File: src/rtl/i2c_target_rx.sv
// Write-only I2C target receiver for an SSD1306-style control/data byte stream.
// Latency: pin change to registered output in 3 clk; no backpressure, byte_valid is a pulse the sink must take.
`timescale 1ns/1ps
module i2c_target_rx #(
   parameter logic [6:0] ADDR      = 7'h3C,
   parameter int         MIN_PHASE = 4
) (
   input  logic       clk,
   input  logic       rst,
   input  logic       scl,
   input  logic       sda,
   output logic       sda_oe,
   output logic       byte_valid,
   output logic [7:0] byte_data,
   output logic       byte_dcn,
   output logic       busy,
   output logic       frame_end
);

   // ACK must be driven inside the SCL low phase that follows the 8th bit.
   generate
      if (MIN_PHASE < 3) begin : g_phase_check
         $error("i2c_target_rx: MIN_PHASE must be at least 3 clk cycles");
      end
   endgenerate

   typedef enum logic [2:0] {
      S_IDLE,
      S_ADDR,
      S_ADDR_ACK,
      S_CTRL,
      S_CTRL_ACK,
      S_DATA,
      S_DATA_ACK,
      S_IGNORE
   } state_t;

   state_t     state;
   logic [3:0] bit_cnt;
   logic [7:0] shreg;
   logic       co;
   logic       dc;

   logic scl_meta, scl_s, scl_d;
   logic sda_meta, sda_s, sda_d;

   logic       scl_rise;
   logic       scl_fall;
   logic       start_det;
   logic       stop_det;
   logic       last_bit;
   logic [7:0] shift_in;

   always_ff @(posedge clk) begin
      if (rst) begin
         scl_meta <= 1'b1;
         scl_s    <= 1'b1;
         scl_d    <= 1'b1;
         sda_meta <= 1'b1;
         sda_s    <= 1'b1;
         sda_d    <= 1'b1;
      end else begin
         scl_meta <= scl;
         scl_s    <= scl_meta;
         scl_d    <= scl_s;
         sda_meta <= sda;
         sda_s    <= sda_meta;
         sda_d    <= sda_s;
      end
   end

   // START/STOP require SCL stable high across the SDA edge.
   assign scl_rise  = scl_s & ~scl_d;
   assign scl_fall  = ~scl_s & scl_d;
   assign start_det = scl_s & scl_d & ~sda_s & sda_d;
   assign stop_det  = scl_s & scl_d & sda_s & ~sda_d;
   assign shift_in  = {shreg[6:0], sda_s};
   assign last_bit  = scl_rise && (bit_cnt == 4'd7);

   always_ff @(posedge clk) begin
      if (rst) begin
         state      <= S_IDLE;
         bit_cnt    <= 4'd0;
         shreg      <= 8'h00;
         co         <= 1'b0;
         dc         <= 1'b0;
         sda_oe     <= 1'b0;
         byte_valid <= 1'b0;
         byte_data  <= 8'h00;
         byte_dcn   <= 1'b0;
         busy       <= 1'b0;
         frame_end  <= 1'b0;
      end else begin
         byte_valid <= 1'b0;
         frame_end  <= 1'b0;
         if (start_det) begin
            state   <= S_ADDR;
            bit_cnt <= 4'd0;
            sda_oe  <= 1'b0;
            busy    <= 1'b0;
         end else if (stop_det) begin
            state     <= S_IDLE;
            bit_cnt   <= 4'd0;
            sda_oe    <= 1'b0;
            busy      <= 1'b0;
            frame_end <= busy;
         end else begin
            case (state)
               S_ADDR, S_CTRL, S_DATA: begin
                  if (scl_rise) begin
                     shreg   <= shift_in;
                     bit_cnt <= bit_cnt + 4'd1;
                  end
                  if (last_bit) begin
                     if (state == S_ADDR) begin
                        if (shift_in[7:1] == ADDR && !shift_in[0]) begin
                           state <= S_ADDR_ACK;
                           busy  <= 1'b1;
                        end else begin
                           state <= S_IGNORE;
                        end
                     end else if (state == S_CTRL) begin
                        co    <= shift_in[7];
                        dc    <= shift_in[6];
                        state <= S_CTRL_ACK;
                     end else begin
                        byte_valid <= 1'b1;
                        byte_data  <= shift_in;
                        byte_dcn   <= dc;
                        state      <= S_DATA_ACK;
                     end
                  end
               end
               S_ADDR_ACK, S_CTRL_ACK, S_DATA_ACK: begin
                  // First SCL fall opens the ACK slot, the second closes it.
                  if (scl_fall) begin
                     if (!sda_oe) begin
                        sda_oe <= 1'b1;
                     end else begin
                        sda_oe  <= 1'b0;
                        bit_cnt <= 4'd0;
                        if (state == S_ADDR_ACK)
                           state <= S_CTRL;
                        else if (state == S_CTRL_ACK)
                           state <= S_DATA;
                        else if (co)
                           state <= S_CTRL;
                        else
                           state <= S_DATA;
                     end
                  end
               end
               S_IDLE, S_IGNORE: begin
                  sda_oe <= 1'b0;
               end
               default: begin
                  state  <= S_IDLE;
                  sda_oe <= 1'b0;
               end
            endcase
         end
      end
   end

endmodule

File: config.mk
export PLATFORM = sky130hd
export DESIGN_NAME = i2c_target_rx
export DESIGN_NICKNAME = d
export VERILOG_FILES = /design/src/rtl/i2c_target_rx.sv
export SDC_FILE = /design/constraint.sdc
export NUM_CORES = 1
export LEC_CHECK = 0
export BUFFER_PORTS_ARGS = -buffer_cell sky130_fd_sc_hd__buf_2
export CORE_MARGIN = 8
export CORE_UTILIZATION = 55
export CTS_BUF_LIST = sky130_fd_sc_hd__clkbuf_8
export CTS_CLUSTER_DIAMETER = 40
export CTS_CLUSTER_SIZE = 10
export DETAILED_ROUTE_END_ITERATION = 10
export PLACE_DENSITY = 0.85
export SYNTH_ARGS = -nofsm -noshare
export SYNTH_HDL_FRONTEND = slang
export SYNTH_SLANG_ARGS = --single-unit
File: constraint.sdc
create_clock -name clk -period 2 [get_ports clk]
set_clock_uncertainty 0.05 [all_clocks]
set_input_delay 0.4 -clock clk [delete_from_list [all_inputs] [get_ports clk]]
set_output_delay 0.4 -clock clk [all_outputs]
set_load 0.01 [all_outputs]
==> impl_metrics.tcl <==
set metrics [dict create \
    overflow 0 \
    htreeDepth 2 \
    synth_edf_count 0 \
    synth.most_common_cell "dfxtp_1" \
    grt_use_met2_pct 24.1 \
    max_slew.worst_pin.slew_ns 0.444 \
    wire_per_inst_um 14.3 \
    grt_max_degree 30 \
    status "finished, final reports clean" \
    core_um2 2480 \
    cts-root-buf "clkbuf_8" \
    grtUsageMet3_pct 6.38 \
    clockBufferDepth 2 \
    rr_worst_depth 4 \
    dp_hpwl_um 1990 \
    yosys-top-cells-area "dfxtp_1 (49%), mux2i_1 (7.7%), nor2_1 (5.0%), a21oi_1 (3.5%), nand3_1 (3.5%)" \
    insertedDiodeCount 0 \
    grt-busiest-layer "met2" \
    cts.sinks 35 \
    end_kind "flip-flop" \
    crit_buf_inv 0 \
    crit_start "state[0]" \
    cpPeakStageDelay_ns 0.59 \
    crit_cells 4 \
    synthFlopType "dfxtp_1" \
    gr-usage-met1_pct 16.2 \
    clkTransAtPathRegs_ns 0.07 \
    r2r-end "state[1]" \
    antenna_found_initial 0 \
    cpLargestDelayFamily "compound AO/OA/AOI/OAI gates" \
    postCtsSetupBuffers 0 \
    synth_area_um2 1440 \
    wl_um 2910 \
    hold_buffers 0 \
    finalPower_uw 1390 \
    vias 1149 \
    ys_seq_elements 35 \
    rsz0062_at_grt "false" \
    drive_gt1_share_pct 23.7 \
    yosysTopAreaCell "dfxtp_1" \
    period_needed_ns 1.79 \
    grt_pass1_vias 1163 \
    dr.pass1.iters 4 \
    fillCellCount 207 \
    cts_resized 0 \
    setup_viol 0 \
    num_rows 18 \
    cp_max_fo 13 \
    drv_slew 0 \
    io_pins 17 \
    cp_data_required_time_ns 2.18 \
    nets 177 \
    peakVddDrop_mv 0.819 \
    gp_congestion 0.866 \
    die_width_um 67.1 \
    grt_use_total_pct 14.6 \
    async_flop_share_pct 0 \
    syn_inst 153 \
    die_area_um2 4500 \
    leakagePower_uw 0.000615 \
    via_per_inst 5.66 \
    start_util_pct 58.0 \
    cp-start-kind "flip-flop" \
    insertion_delay_ns 0.29 \
    drtIter0Drc 79 \
    timing.final.crit_share_pct 89.7 \
    synth_top_area_share_pct 48.8 \
    final_cells 203 \
    synth_top_cells_by_count "dfxtp_1 (35), nor2_1 (19), nand2_1 (13), mux2i_1 (11)" \
    power_density_nw_per_um2 832 \
    regToRegStartpoint "state[0]" \
    dpl.cell_count 195 \
    die_h_um 67.1 \
    ff2ff_setup_slack_ns 0.21 \
    synthesis.nets 158 \
    final_antenna_net_count 0 \
    cp_cell_sequence "a21boi_2 > or4b_1 > a2bb2oi_1 > o221a_1" \
    grt_pass1_wl_um 5130 \
    cts_tree "yes" \
    max_cap_violations 0 \
    critPathCapture "state[1]" \
    area_growth_pct 16.1 \
    worstPathArrival_ns 1.98 \
    ys_seq_area_share_pct 48.8 \
    tns_ns 0 \
    hold_class "in -> reg" \
    synth.avg_cell_area_um2 9.39 \
    worstSetupPathType "reg -> reg" \
    max_slew_margin_pct 70.4 \
    clock.fmax_mhz 558 \
    hold_viol_final 0 \
    drc 0 \
    cts_buffers 5 \
    port_buffers 16 \
    yosys_warnings 0 \
    ys_types 38 \
    cp_slowest_cell "dfxtp_1" \
]
through the flow:
| step | hold slack (ns) | worst slack [ns] | area, µm² | utilization [%] |
|---|---|---|---|---|
| finish | 0.238 | 0.207 | 1670 | 67.3 |
| floorplan | 0.339 | 0.424 | 1440 | - |
| global placement | 0.342 | 0.353 | 1560 | 62.8 |
| CTS | 0.228 | 0.235 | 1670 | 67.3 |
| detailed placement | 0.346 | 0.264 | 1560 | 62.8 |
| global route | 0.228 | 0.132 | 1670 | 67.3 |
flip-flops by register name, indices dropped and copies added (netlist names), 3 cells and up:
register,flops
byte_data,8
shreg,7
bit_cnt,4
state,3
placed cells by master, fill, tap and decap left out, types with 2 or more instances in the layout:
| cell | count |
|---|---|
| xor2_1 | 3 |
| or2_2 | 6 |
| buf_4 | 4 |
| nand3_1 | 10 |
| nand3b_1 | 3 |
| nor4b_2 | 2 |
| buf_2 | 16 |
| inv_1 | 3 |
| a32oi_1 | 2 |
| nor3_1 | 2 |
| dfxtp_1 | 35 |
| mux2i_1 | 11 |
| a31oi_1 | 2 |
| clkbuf_8 | 5 |
| nor2b_1 | 2 |
| nor4_1 | 2 |
| nand2_1 | 13 |
| nor2_1 | 19 |
| a21oi_1 | 10 |
layout make-up:
class,count,area (µm²),area share [%]
clock buffer,5,68.8,4.13
inverter,3,11.3,0.675
tap,30,37.5,2.25
multi-input combinational,107,696,41.7
sequential,35,701,42.0
timing repair buffer,20,110,6.60
clock inverter,3,43.8,2.63
kinds of logic (layout without fill, tap and decap cells):
group	Yosys count	in the layout	share of synthesized area (%)
simple gates	66	66	24.3
flops	35	35	48.8
compound gates	25	25	12.7
mux	11	11	7.67
buf+inv	11	31	3.22
xor+xnor	4	4	2.44
fa+ha+maj	1	1	0.871
per-layer routing:
| layer | up-vias | part of all wire [%] |
|---|---|---|
| li1 | 585 | - |
| met1 | 522 | 45 |
| met2 | 38 | 48 |
| met3 | 4 | 6.0 |
| met4 | 0 | 1.2 |
| met5 | - | 0 |
worst min path at each step:
stage,endpoint,slack (ns),from,cells after the start
6_report,scl_meta,0.24,scl,2
5_1_grt,scl_meta,0.23,scl,2
2_1_floorplan,scl_s,0.34,scl_meta,1
3_3_place_gp,sda_s,0.34,sda_meta,1
3_5_place_dp,scl_s,0.35,scl_meta,1
4_1_cts,scl_meta,0.23,scl,2
power by group:
part | total (µW) | internal (µW) | leakage (µW) | switching [µW]
combinational | 40.3 | 16.3 | 0.000273 | 24.0
clock | 635 | 371 | 0.0000581 | 265
sequential | 711 | 702 | 0.000283 | 9.09
total | 1390 | 1090 | 0.000615 | 298
Power figures use the tool's default switching activity.
